<file path="config.mk">
export PLATFORM = sky130hd
export DESIGN_NAME = udp_decoder
export DESIGN_NICKNAME = d
export VERILOG_FILES = /design/src/rtl/udp_decoder.sv
export SDC_FILE = /design/constraint.sdc
export NUM_CORES = 1
export LEC_CHECK = 0
export CORE_UTILIZATION = 59
export CTS_BUF_LIST = sky130_fd_sc_hd__clkbuf_8
export DETAILED_ROUTE_END_ITERATION = 8
export GPL_ROUTABILITY_DRIVEN = 0
export HOLD_SLACK_MARGIN = 0.08
export PLACE_DENSITY = 0.84
export SYNTH_ARGS = -nofsm -noshare
export SYNTH_HDL_FRONTEND = slang
export SYNTH_SLANG_ARGS = --single-unit
export TNS_END_PERCENT = 100
</file>
<file path="constraint.sdc">
create_clock -name clk -period 14.76 [get_ports clk]
set_clock_uncertainty 0.05 [all_clocks]
set_input_delay 2.214 -clock clk [delete_from_list [all_inputs] [get_ports clk]]
set_output_delay 2.214 -clock clk [all_outputs]
set_load 0.02 [all_outputs]
</file>
<file path="src/rtl/udp_decoder.sv">
// -----------------------------------------------------------------------------
// udp_decoder
//
// Purpose:
//   Receives a UDP datagram one 32-bit word at a time. It captures the header
//   fields, streams the payload out with unused trailing bytes zeroed, and
//   verifies the UDP checksum. The checksum covers the IPv4 pseudo-header
//   (src_ip, dest_ip, protocol 17, UDP length), the UDP header and the payload.
//
// Ports:
//   clk        in   1   single clock, rising edge
//   reset      in   1   synchronous, active-high reset
//   start      in   1   begin packet reception (honoured in IDLE or FIN)
//   pkg_av     in   1   pkg_data valid this cycle
//   pkg_data   in  32   packet word, byte 0 in [31:24]
//   src_ip     in  32   pseudo-header source address, stable start..fin
//   dest_ip    in  32   pseudo-header destination address, stable start..fin
//   src_port   out 16   captured source port
//   dest_port  out 16   captured destination port
//   len_out    out 16   payload length in bytes (UDP length - 8)
//   data       out 32   payload word, unused trailing bytes zeroed
//   data_wr    out  1   payload word strobe (one cycle after accepted word)
//   data_last  out  1   with data_wr, marks the final payload word
//   fin        out  1   packet complete, status outputs valid
//   chksum_ok  out  1   checksum verified, or checksum field was zero
//   len_err    out  1   UDP length field below 8
// -----------------------------------------------------------------------------
module udp_decoder (
    input  logic        clk,
    input  logic        reset,
    input  logic        start,
    input  logic        pkg_av,
    input  logic [31:0] pkg_data,
    input  logic [31:0] src_ip,
    input  logic [31:0] dest_ip,
    output logic [15:0] src_port,
    output logic [15:0] dest_port,
    output logic [15:0] len_out,
    output logic [31:0] data,
    output logic        data_wr,
    output logic        data_last,
    output logic        fin,
    output logic        chksum_ok,
    output logic        len_err
);

    typedef enum logic [2:0] {
        ST_IDLE     = 3'd0,
        ST_RD_PORTS = 3'd1,
        ST_RD_LEN   = 3'd2,
        ST_RD_DATA  = 3'd3,
        ST_FIN      = 3'd4
    } state_t;

    localparam logic [15:0] UDP_HDR_BYTES = 16'd8;
    localparam logic [15:0] IP_PROTO_UDP  = 16'h0011;
    localparam logic [15:0] SUM_ALL_ONES  = 16'hFFFF;

    // 16-bit one's-complement addition with end-around carry. A single fold
    // is sufficient: the folded value can never carry out again.
    function automatic logic [15:0] oc_add(input logic [15:0] a, input logic [15:0] b);
        logic [16:0] sum;
        sum = {1'b0, a} + {1'b0, b};
        return sum[15:0] + {15'd0, sum[16]};
    endfunction

    // Keeps only the bytes still owed by the packet. Byte 0 sits in [31:24],
    // so a short final word keeps its high-order bytes.
    function automatic logic [31:0] tail_mask(input logic [15:0] bytes_left);
        logic [31:0] mask;
        if (bytes_left >= 16'd4) begin
            mask = 32'hFFFF_FFFF;
        end else begin
            case (bytes_left[1:0])
                2'd3:    mask = 32'hFFFF_FF00;
                2'd2:    mask = 32'hFFFF_0000;
                2'd1:    mask = 32'hFF00_0000;
                default: mask = 32'h0000_0000;
            endcase
        end
        return mask;
    endfunction

    state_t      state_q,      state_d;
    logic [15:0] src_port_q,   src_port_d;
    logic [15:0] dest_port_q,  dest_port_d;
    logic [15:0] len_out_q,    len_out_d;
    logic [15:0] chk_field_q,  chk_field_d;
    logic [15:0] bytes_left_q, bytes_left_d;
    logic [15:0] acc_q,        acc_d;
    logic [31:0] data_q,       data_d;
    logic        data_wr_q,    data_wr_d;
    logic        data_last_q,  data_last_d;
    logic        fin_q,        fin_d;
    logic        chksum_ok_q,  chksum_ok_d;
    logic        len_err_q,    len_err_d;

    logic [15:0] pseudo_sum_s;
    logic [15:0] hdr_sum_s;
    logic [15:0] len_sum_s;
    logic [15:0] udp_len_s;
    logic [31:0] masked_s;
    logic [15:0] data_sum_s;

    // Next-state and next-output computation for the whole decoder.
    always_comb begin
        state_d      = state_q;
        src_port_d   = src_port_q;
        dest_port_d  = dest_port_q;
        len_out_d    = len_out_q;
        chk_field_d  = chk_field_q;
        bytes_left_d = bytes_left_q;
        acc_d        = acc_q;
        data_d       = data_q;
        data_wr_d    = 1'b0;
        data_last_d  = 1'b0;
        fin_d        = fin_q;
        chksum_ok_d  = chksum_ok_q;
        len_err_d    = len_err_q;

        // Address and protocol part of the pseudo-header; the length part is
        // added when the UDP length field arrives.
        pseudo_sum_s = oc_add(oc_add(oc_add(src_ip[31:16], src_ip[15:0]),
                                     oc_add(dest_ip[31:16], dest_ip[15:0])),
                              IP_PROTO_UDP);
        hdr_sum_s    = oc_add(acc_q, oc_add(pkg_data[31:16], pkg_data[15:0]));
        udp_len_s    = pkg_data[31:16];
        // The UDP length is counted twice: once in the header word, once in
        // the pseudo-header.
        len_sum_s    = oc_add(hdr_sum_s, udp_len_s);
        masked_s     = pkg_data & tail_mask(bytes_left_q);
        data_sum_s   = oc_add(acc_q, oc_add(masked_s[31:16], masked_s[15:0]));

        case (state_q)
            ST_IDLE, ST_FIN: begin
                if (start) begin
                    // New packet: the accumulator restarts from the pseudo-
                    // header addresses, dropping anything from before.
                    state_d      = ST_RD_PORTS;
                    acc_d        = pseudo_sum_s;
                    bytes_left_d = 16'd0;
                    fin_d        = 1'b0;
                    chksum_ok_d  = 1'b0;
                    len_err_d    = 1'b0;
                end else begin
                    state_d = state_q;
                end
            end

            ST_RD_PORTS: begin
                if (pkg_av) begin
                    src_port_d  = pkg_data[31:16];
                    dest_port_d = pkg_data[15:0];
                    acc_d       = hdr_sum_s;
                    state_d     = ST_RD_LEN;
                end else begin
                    state_d = ST_RD_PORTS;
                end
            end

            ST_RD_LEN: begin
                if (pkg_av) begin
                    chk_field_d = pkg_data[15:0];
                    acc_d       = len_sum_s;
                    if (udp_len_s < UDP_HDR_BYTES) begin
                        len_out_d    = 16'd0;
                        bytes_left_d = 16'd0;
                        len_err_d    = 1'b1;
                        chksum_ok_d  = 1'b0;
                        fin_d        = 1'b1;
                        state_d      = ST_FIN;
                    end else if (udp_len_s == UDP_HDR_BYTES) begin
                        len_out_d    = 16'd0;
                        bytes_left_d = 16'd0;
                        chksum_ok_d  = (pkg_data[15:0] == 16'h0000) ||
                                       (len_sum_s == SUM_ALL_ONES);
                        fin_d        = 1'b1;
                        state_d      = ST_FIN;
                    end else begin
                        len_out_d    = udp_len_s - UDP_HDR_BYTES;
                        bytes_left_d = udp_len_s - UDP_HDR_BYTES;
                        state_d      = ST_RD_DATA;
                    end
                end else begin
                    state_d = ST_RD_LEN;
                end
            end

            ST_RD_DATA: begin
                if (pkg_av) begin
                    data_d    = masked_s;
                    data_wr_d = 1'b1;
                    acc_d     = data_sum_s;
                    if (bytes_left_q <= 16'd4) begin
                        // Final word: status rises together with this strobe.
                        bytes_left_d = 16'd0;
                        data_last_d  = 1'b1;
                        chksum_ok_d  = (chk_field_q == 16'h0000) ||
                                       (data_sum_s == SUM_ALL_ONES);
                        fin_d        = 1'b1;
                        state_d      = ST_FIN;
                    end else begin
                        bytes_left_d = bytes_left_q - 16'd4;
                        state_d      = ST_RD_DATA;
                    end
                end else begin
                    state_d = ST_RD_DATA;
                end
            end

            default: begin
                state_d = ST_IDLE;
            end
        endcase
    end

    // State and output registers; reset returns everything to zero / IDLE.
    always_ff @(posedge clk) begin
        if (reset) begin
            state_q      <= ST_IDLE;
            src_port_q   <= 16'd0;
            dest_port_q  <= 16'd0;
            len_out_q    <= 16'd0;
            chk_field_q  <= 16'd0;
            bytes_left_q <= 16'd0;
            acc_q        <= 16'd0;
            data_q       <= 32'd0;
            data_wr_q    <= 1'b0;
            data_last_q  <= 1'b0;
            fin_q        <= 1'b0;
            chksum_ok_q  <= 1'b0;
            len_err_q    <= 1'b0;
        end else begin
            state_q      <= state_d;
            src_port_q   <= src_port_d;
            dest_port_q  <= dest_port_d;
            len_out_q    <= len_out_d;
            chk_field_q  <= chk_field_d;
            bytes_left_q <= bytes_left_d;
            acc_q        <= acc_d;
            data_q       <= data_d;
            data_wr_q    <= data_wr_d;
            data_last_q  <= data_last_d;
            fin_q        <= fin_d;
            chksum_ok_q  <= chksum_ok_d;
            len_err_q    <= len_err_d;
        end
    end

    assign src_port  = src_port_q;
    assign dest_port = dest_port_q;
    assign len_out   = len_out_q;
    assign data      = data_q;
    assign data_wr   = data_wr_q;
    assign data_last = data_last_q;
    assign fin       = fin_q;
    assign chksum_ok = chksum_ok_q;
    assign len_err   = len_err_q;

endmodule

</file>
== Word level (Yosys, flattened, before mapping) ==
Index checks and enable logic that the tools add are counted.
Cells by class
  shift operators: 0
  divide/modulo/power cells: 0
  bitwise operators: 3
  eq/ne operators: 17
  $add $sub $neg: 20
  reductions and logical operators: 18
  multiplexer cells: 40
  $mul: 0
  order comparisons: 3
Operators by type and width (count)
  2-to-1 mux 16 bit: 10
  adder 16 x 1 -> 16 bit: 9
  adder 16 x 16 -> 17 bit: 8
  case mux 32 bit (3 select lines): 1
  case mux 16 bit (4 select lines): 1
  case mux 16 bit (3 select lines): 1
  AND 32 bit: 1
  == test 16 bit, second input constant: 2
  logical NOT 16 bit: 2
  2-to-1 mux 32 bit: 1
  2-to-1 mux 3 bit: 6
  adder 16 x 5 -> 17 bit, second input constant: 1
  == test 16 x 4 -> 1 bit, second input constant: 1
  >= comparator 16 x 3 -> 1 bit, second input constant: 1
  <= comparator 16 x 3 -> 1 bit, second input constant: 1
  less-than comparator 16 x 4 -> 1 bit, second input constant: 1
  subtractor 16 x 3 -> 16 bit, second input constant: 1
  subtractor 16 x 4 -> 16 bit, second input constant: 1
  2-to-1 mux 1 bit: 15
  != test 2 bit, second input constant: 6
  case mux 3 bit (4 select lines): 1
  AND reduction 4 bit: 2
  == test 3 x 2 -> 1 bit, second input constant: 2
  case mux 1 bit (3 select lines): 2
  18 further kinds: 24
Word-level totals
  memory bits (read-only): 0
  RAM bits: 0
  logic and storage cells: 114
  input port bits: 100
  bits in registers: 136
  memories: 0
  output and inout port bits: 85
  latch bits: 0

== Logic depth before layout (Yosys ltp) ==
  word-level depth: 13
  depth in mapped cells: 54
  gate-level depth less buffers: 54

== Worst setup path before layout ==
OpenSTA, ideal clock, no wires.
  kind: in2reg
  start point: input port pkg_data[0]
  end point: register acc_q[14]
  path slack: 2.800 ns
  buffers on the path: 0
  library setup time: 0.119 ns
  stages: 52
  required time: 14.591 ns
  arrival: 11.792 ns
  cell sequence: ha_1 inv_1 fa_1 nor2b_1 o21ai_0 a21boi_0 o21ai_0 a21oi_1 o2111a_1 nor3_1 o41ai_1 a21oi_1 nor2b_1 o21ai_0 nand2b_1 ha_1 nand3_1 nor2b_1 (+16 left out) o221a_2 o211a_1 nor2_1 o21ai_0 a21o_1 a21o_1 ha_1 ha_1 nand2_1 nor4_1 nand2_1 nor3_1 nor4b_1 nand3_1 xnor2_1 a221o_1 o21ai_0 nand2_1
Between the ends
  word-level cells in the longest chain between the ends: 8
  elaborated cells between the ends (all ways): 15
  classes of those cells: 10 x add/sub; 4 x mux; 1 x bitwise
RTL lines
  from (decl): RTL line 33  | input logic [31:0] pkg_data,
  adder 16 x 16 -> 17 bit: RTL line 63  | sum = {1'b0, a} + {1'b0, b};
  adder 16 x 1 -> 16 bit: RTL line 64  | return sum[15:0] + {15'd0, sum[16]};
  adder 16 x 16 -> 17 bit: RTL line 63
  adder 16 x 1 -> 16 bit: RTL line 64
  adder 16 x 16 -> 17 bit: RTL line 63
  adder 16 x 1 -> 16 bit: RTL line 64
  2-to-1 mux 16 bit: RTL line 162  | if (pkg_av) begin
  case mux 16 bit (4 select lines) (*): RTL line 134  | case (state_q)
  to (signal assigned): RTL line 226  | acc_q <= 16'd0;
  to (signal assigned): RTL line 240  | acc_q <= acc_d;
  to (decl): RTL line 90  | logic [15:0] acc_q, acc_d;
Every way passes the cells marked *; elsewhere a longest branch is shown, timed or not. The select of a mux whose other input is x is not followed.
A chain may end at the register's enable or synchronous reset.

== Final worst setup path ==
  start point: input port pkg_data[17]
  end point: register acc_q[14]
The elaborated chain is that of the path after synthesis.

==> flow_summary_export.csv <==
group,metric,value,unit
power_and_ir_drop,static_leakage_power,6.96,nW
die,floorplan_die_area,26100,sq um
final_layout,num_antenna_cells,0,
worst_setup_path,critical_path.startpoint_type,"input port",
sta,finalSetupTns,0,ps
worst_hold_path,min-delay-path-class,"flop to flop",
clock_tree,cts_max_path_buffers,2,
die,rows,58,
synth,synth.yosys.warnings,0,
route,totalWireLength,46.4,mm
route,vias_per_cell,6.33,
sta,finalCritPeriodShare,0.936,
power_and_ir_drop,ir_worst_vdd,0.122,mV
synth,netlist_instances,2041,
placed_design,dp_slack,882,ps
global_routing,grt_start_max_net_pins,75,
sta,final-setup-viol-count,0,
clock_tree,cts_buffers,17,
clock_tree,ctsRootBufferMaster,"sky130_fd_sc_hd__clkbuf_8",
die,initial_utilization,0.599,
synth,synth.area.top_cells,"sky130_fd_sc_hd__dfxtp_1 (18%), sky130_fd_sc_hd__ha_1 (13%), sky130_fd_sc_hd__xnor2_1 (8.0%), sky130_fd_sc_hd__nand2_1 (7.5%), sky130_fd_sc_hd__a21oi_1 (6.0%)",
clock_tree,tritoncts_clock_tree,"done",
synth,share_of_synthesized_flip_flops_with_an_asynchronous_set_or_reset,0,
sta,setup_slack,937,ps
synth,yosysMostFrequentCell,"sky130_fd_sc_hd__nand2_1",
worst_setup_path,element_type_at_the_critical_path_end,"flop",
sta,finalHoldViolCount,0,
clock_tree,cts.sink_count,136,
job,timing.max_cap.violations,0,
route,drtAntennaViolNets,0,
clock_tree,cts_resized,0,
route,via_count,15990,
global_routing,grt_overflow_total,0,
power_and_ir_drop,power_density,174,nW/um^2
sta,timing.slew.headroom,0.167,
sta,unrepaired_setup_endpoints_after_global_routing,"false",
sta,hold_ws,406,ps
clock_tree,holdBufCountCts,0,
final_layout,num-fill-cells,2097,
sta,finalWorstPathRequiredPeriod,13820,ps
outcome,status,"completed",
placed_design,io_buffers,184,
die,die_h,162,microns
synth,synth.top_cells.by_count,"sky130_fd_sc_hd__nand2_1 (302), sky130_fd_sc_hd__a21oi_1 (181), sky130_fd_sc_hd__nor2_1 (168)",
die,ios,185,
clock_tree,clock_transition_at_the_register_clock_pins_on_the_worst_setup_and_hold_paths_after_cts,80,ps
synth,synthesis_stage_register_bit_count,136,
final_layout,layout-area-overhead-vs-synth,16.3,%
synth,number_of_enable_flip_flop_cells_after_synthesis,0,
synth,synth_top_area_cell,"sky130_fd_sc_hd__dfxtp_1",
synth,summed_instance_area_of_the_synthesized_netlist,15000,sq um
synth,yosysTopAreaCellShare,0.181,
synth,syn_nets,2302,
placed_design,post-dp-hpwl,36.1,mm
sta,clock.fmax,72.3,MHz
worst_setup_path,crit_required,15070,ps
die,floorplan.core_area,25100,sq um
synth,syn_area_per_cell,7.37,sq um
worst_setup_path,critical_path.max_stage_delay,690,ps
synth,yosys.area_share.xor_xnor,0.138,
global_routing,grtUsageTotal,0.350,
worst_setup_path,worst-setup-path-type,"input port to flop",
synth,share_of_cell_area_taken_by_muxes_after_synthesis,0.00674,
clock_tree,clk-insertion-delay-late,480,ps
global_routing,grt_antenna_before_repair,0,
worst_setup_path,crit_path_max_fanout,7,
power_and_ir_drop,total_power,3.04,mW
global_routing,grt_pass1_vias,15030,
worst_setup_path,cp_data_arrival_time,14130,ps
synth,synth_top_flop_cell,"sky130_fd_sc_hd__dfxtp_1",
synth,synth.distinct_cells,88,
synth,synthesized_area_fraction_occupied_by_and_or_nand_nor_cells,0.272,
route,drt_drc_violations_left,0,
sta,max_slew.worst_pin.slew,1250,ps
route,drt_first_iter_violations,1660,
synth,yosys.area_share.adder,0.138,
final_layout,post_route_cells_drive_above_1_share,0.0423,
route,drt-wirelength-per-cell,18.3,microns
route,drt_pass1_iterations,7,
synth,synth_compound_area_frac,0.227,
final_layout,layout.core_utilization,0.696,
synth,synth_top_family_by_area,"simple AND/OR/NAND/NOR gates",
clock_tree,cts-htree-levels,4,
global_routing,grt_pass1_wl,74.2,mm
final_layout,layout_nets,2446,
die,die_w,162,microns
clock_tree,cts_setup_buffers,0,
worst_setup_path,crit_top_cell,"sky130_fd_sc_hd__ha_1",
synth,synth_sequential_area_ratio,0.181,
worst_setup_path,cpMaxStageDelayCell,"sky130_fd_sc_hd__clkdlybuf4s50_1",
sta,slew_viol_final,0,
## path summary, 6_finish.rpt
| check | cells after the start | startpoint | slack, ps | end |
|---|---|---|---|---|
| max | 52 | pkg_data[17] | 940 | acc_q[14] |
| min | 2 | src_port[7] | 410 | src_port[7] |
| max reg2reg | 40 | bytes_left_q[4] | 4020 | chksum_ok |
| min reg2reg | 2 | src_port[7] | 410 | src_port[7] |
## cell type report
| type | count | area (sq um) | area share |
|---|---|---|---|
| tap | 330 | 413 | 0.0236 |
| sequential | 136 | 2720 | 0.156 |
| clock inverter | 15 | 174 | 0.00995 |
| multi-input combinational | 1764 | 11800 | 0.673 |
| timing repair buffer | 192 | 1900 | 0.109 |
| clock buffer | 17 | 234 | 0.0134 |
| inverter | 74 | 278 | 0.0159 |
## metal layers
layer,wire length (microns),up-vias,track usage
li1,-,7633,-
met3,3880,189,0.0615
met1,18200,7426,0.422
met5,0,-,0
met4,2580,0,0.188
met2,21700,742,0.591
## placed cells by master, fill, tap and decap left out, types with 9 or more instances in the layout
cell type	instances
sky130_fd_sc_hd__a211oi_1	24
sky130_fd_sc_hd__a21o_1	40
sky130_fd_sc_hd__a21oi_1	181
sky130_fd_sc_hd__a221oi_1	11
sky130_fd_sc_hd__a22oi_1	20
sky130_fd_sc_hd__a31oi_1	12
sky130_fd_sc_hd__and2_1	22
sky130_fd_sc_hd__and3_1	21
sky130_fd_sc_hd__buf_4	9
sky130_fd_sc_hd__clkbuf_8	17
sky130_fd_sc_hd__clkdlybuf4s50_1	183
sky130_fd_sc_hd__dfxtp_1	136
sky130_fd_sc_hd__ha_1	153
sky130_fd_sc_hd__inv_1	74
sky130_fd_sc_hd__mux2i_1	9
sky130_fd_sc_hd__nand2_1	302
sky130_fd_sc_hd__nand2b_1	16
sky130_fd_sc_hd__nand3_1	70
sky130_fd_sc_hd__nand3b_1	10
sky130_fd_sc_hd__nand4_1	16
sky130_fd_sc_hd__nor2_1	165
sky130_fd_sc_hd__nor2b_1	36
sky130_fd_sc_hd__nor3_1	69
sky130_fd_sc_hd__nor3b_1	9
sky130_fd_sc_hd__nor4_1	28
sky130_fd_sc_hd__o211ai_1	14
sky130_fd_sc_hd__o21a_1	22
sky130_fd_sc_hd__o21ai_0	63
sky130_fd_sc_hd__o21bai_1	26
sky130_fd_sc_hd__o221ai_1	9
sky130_fd_sc_hd__o22ai_1	11
sky130_fd_sc_hd__or2_2	19
sky130_fd_sc_hd__or3_1	19
sky130_fd_sc_hd__xnor2_1	137
sky130_fd_sc_hd__xor2_1	92
## report_power, final
group / internal, mW / switching (mW)
registers: 0.391 / 0.0403
clock network: 0.143 / 0.181
logic: 0.873 / 1.41
## cell families (layout without fill, tap and decap cells)
group / after synthesis / count (layout)
buffers and inverters: 141 / 298
adders and majority gates: 161 / 161
muxes: 10 / 10
xor gates and xnor gates: 232 / 232
AOI/OAI and AO/OA: 518 / 518
and+or+nand+nor: 843 / 843
DFF: 136 / 136
## worst max-delay path, delay by kind of cell
kind	cells	cell delay, ps
simple gates	17	3350
xor+xnor	3	580
fa+ha+maj	9	2310
buf+inv	2	880
compound gates	21	4780
## metrics by stage
stage | instances | cell area [sq um]
5_1_grt | 2528 | 17500
4_1_cts | 2528 | 17500
3_3_place_gp | 2496 | 17100
3_5_place_dp | 2496 | 17100
6_report | 2528 | 17500
2_1_floorplan | 2041 | 15000
## registers in the layout, indices dropped and copies added (netlist names)
name,count
data,32
src_port,16
dest_port,16
fin,1
chk_field_q,16
len_out,16
bytes_left_q,16
acc_q,16
data_last,1
data_wr,1
len_err,1
state_q,3
chksum_ok,1
Note: power is estimated with default switching activity, not from simulation.
==> variant: new RTL, same flow settings <==
Encoding of `state_t`: now one-hot (5 bits for 5 states).
--- a/src/rtl/udp_decoder.sv
+++ b/src/rtl/udp_decoder.sv
@@ -44,12 +44,12 @@
     output logic        len_err
 );
 
-    typedef enum logic [2:0] {
-        ST_IDLE     = 3'd0,
-        ST_RD_PORTS = 3'd1,
-        ST_RD_LEN   = 3'd2,
-        ST_RD_DATA  = 3'd3,
-        ST_FIN      = 3'd4
+    typedef enum logic [4:0] {
+        ST_IDLE     = 5'b00001,
+        ST_RD_PORTS = 5'b00010,
+        ST_RD_LEN   = 5'b00100,
+        ST_RD_DATA  = 5'b01000,
+        ST_FIN      = 5'b10000
     } state_t;
 
     localparam logic [15:0] UDP_HDR_BYTES = 16'd8;
Formal check against the unedited RTL: same outputs for any inputs over 4 cycles, from zero or initial values and one cycle with reset high; so few cycles prove little.
==> variant against the unedited design <==
Sequential cell count increased by 2. Design area decreased by 3.4%. Total power decreased by 15%. Non-clock buffer count increased by 3. Synthesized cell count decreased by 4.9%. Hold slack got worse by 0.00089 ns. Via count decreased by 5.2%. Synthesized area decreased by 3.7%. Count of clock-buffer cells in the layout unchanged. Register-to-register slack improved by 0.34 ns. Setup slack improved by 0.36 ns. Routed wire length decreased by 4.8%. First-iteration DRC count decreased by 18%. Sequential power decreased by 4%. Critical endpoint is now acc_q[15]. Highest routed layer unchanged.
==> variant: results (changes against the unedited design) <==
clock_network:
  cts_made_buffers: 17  # unchanged
power_and_ir_drop:
  p_leak_nw: 6.707  # -3.6%
  switching_share_pct: 51.22  # -2.5 points
  ir_drop_uv: 107.5  # -12%
global_routing:
  track_usage_pct: 34.84  # -0.15 points
  met2_usage_pct: 58.02  # -1.1 points
  grt_max_degree: 94  # +25%
  grtUsageMet3_pct: 7.022  # +0.87 points
  use_met1_pct: 43.17  # +0.93 points
  grt_pass1_wl_um: 69140  # -6.8%
critical_path:
  critPathMaxStageDelay_ns: 0.56  # -0.13 ns
  rr_endpoint: "acc_q[15]"
  critPathMaxFanout: 6  # -1
  startpoint: "pkg_data[16]"
  rr_worst_depth: 44  # +10%
status:
  status: "finished clean"
yosys:
  muxShareOfSynthArea_pct: 0.4235  # -0.25 points
  yosysUniqueCellTypes: 80  # -9.1%
  synth_xor_area_share_pct: 14.98  # +1.2 points
  synth_ff_type: "dfxtp_1"
  synth_commonest_cells: "nand2_1 (264), a21oi_1 (191), ha_1 (152)"
  synthAdderAreaFrac_pct: 14.24  # +0.45 points
  synth.area.top_cells: "dfxtp_1 (19%), ha_1 (13%), xnor2_1 (9.1%)"
  synth_compound_area_share_pct: 21.72  # -1.0 points
  synthesis.nets: 2202  # -4.3%
drt:
  wl_um: 44130  # -4.8%
  initialDrtViolationCount: 1365  # -18%
  vias: 15170  # -5.2%
  drt-pass1-iter-count: 6  # -1
sta:
  slew_headroom_pct: 20.00  # +3.3 points
  whs_ns: 0.4052  # -0.0008880 ns
placed_design:
  pre_cts_ws_ns: 1.111  # +0.2292 ns
  dpl.hpwl_um: 34350  # -4.9%
  place_area_um2: 16500  # -3.4%
worst_hold_path:
  min_to: "data[27]"
  min_from: "data[27]"
layout:
  drive_above_1_share_pct: 3.437  # -0.79 points
  nets: 2342  # -4.3%
==> variant: cell types whose count changed after synthesis, sizes merged, moves of 7 or more <==
cell / unedited run / this run
and2: 23 / 35
xnor2: 137 / 151
nand2: 302 / 264
a21oi: 181 / 191
o21ai: 67 / 59
or3: 21 / 11
clkbuf: 58 / 67
nor3: 72 / 79
nor2: 169 / 144
nor2b: 36 / 25
nand3: 71 / 60
inv: 74 / 64
==> variant: final cells by class <==
cell class / count / area [µm²]
Clock buffer: 17 / 234.0
Sequential cell: 138 / 2763
Clock inverter: 15 / 153.9
Multi-Input combinational cell: 1666 / 11180
Timing Repair Buffer: 195 / 1922
Antenna cell: 1 / 2.502
Fill cell: 1919 / 6860
Tap cell: 319 / 399.1
Inverter: 64 / 240.2
==> variant: worst max path at each step <==
stage | to | slack, ns | depth (start not counted)
final | acc_q[15] | 1.30 | 53
after global routing | acc_q[15] | 0.58 | 52
after CTS | acc_q[15] | 1.53 | 52
after detailed placement | acc_q[15] | 1.11 | 51
after global placement | acc_q[15] | 1.56 | 51
after floorplan | acc_q[15] | 2.79 | 50
==> variant: layer usage <==
layer  wire length [µm]  share of wire (%)
met5                  0                  0
met1              18120                 41
met3               3892                8.8
met2              20180                 46
met4               1933                4.4
==> variant: kinds of logic after synthesis <==
group | count (synthesis)
flip-flops | 138
XOR/XNOR | 246
adder cells (fa/ha/maj) | 160
buffers and inverters | 138
AND/OR/NAND/NOR | 770
AO/OA/AOI/OAI | 484
multiplexers | 6
==> variant: metrics by stage <==
stage	power, W	cells
global route	0.002737	2414
CTS	0.002518	2414
finish	0.002568	2415
global placement	0.002149	2382
detailed placement	0.002197	2382
floorplan	0.001802	1942
==> variant: power by group through the flow <==
stage | Sequential (W) | Clock, W | Combinational (W)
floorplan | 0.000410 | 0 | 0.00139
global placement | 0.000421 | 0 | 0.00173
detailed placement | 0.000421 | 0 | 0.00178
CTS | 0.000413 | 0.000316 | 0.00179
global route | 0.000415 | 0.000329 | 0.00199
finish | 0.000415 | 0.000319 | 0.00184
==> variant: worst max-delay path, delay by kind of cell <==
family / cells / cell delay (ns)
AO/OA/AOI/OAI: 26 / 5.89
AND/OR/NAND/NOR: 15 / 2.73
adder cells (fa/ha/maj): 9 / 2.08
buffers and inverters: 2 / 0.63
XOR/XNOR: 1 / 0.18
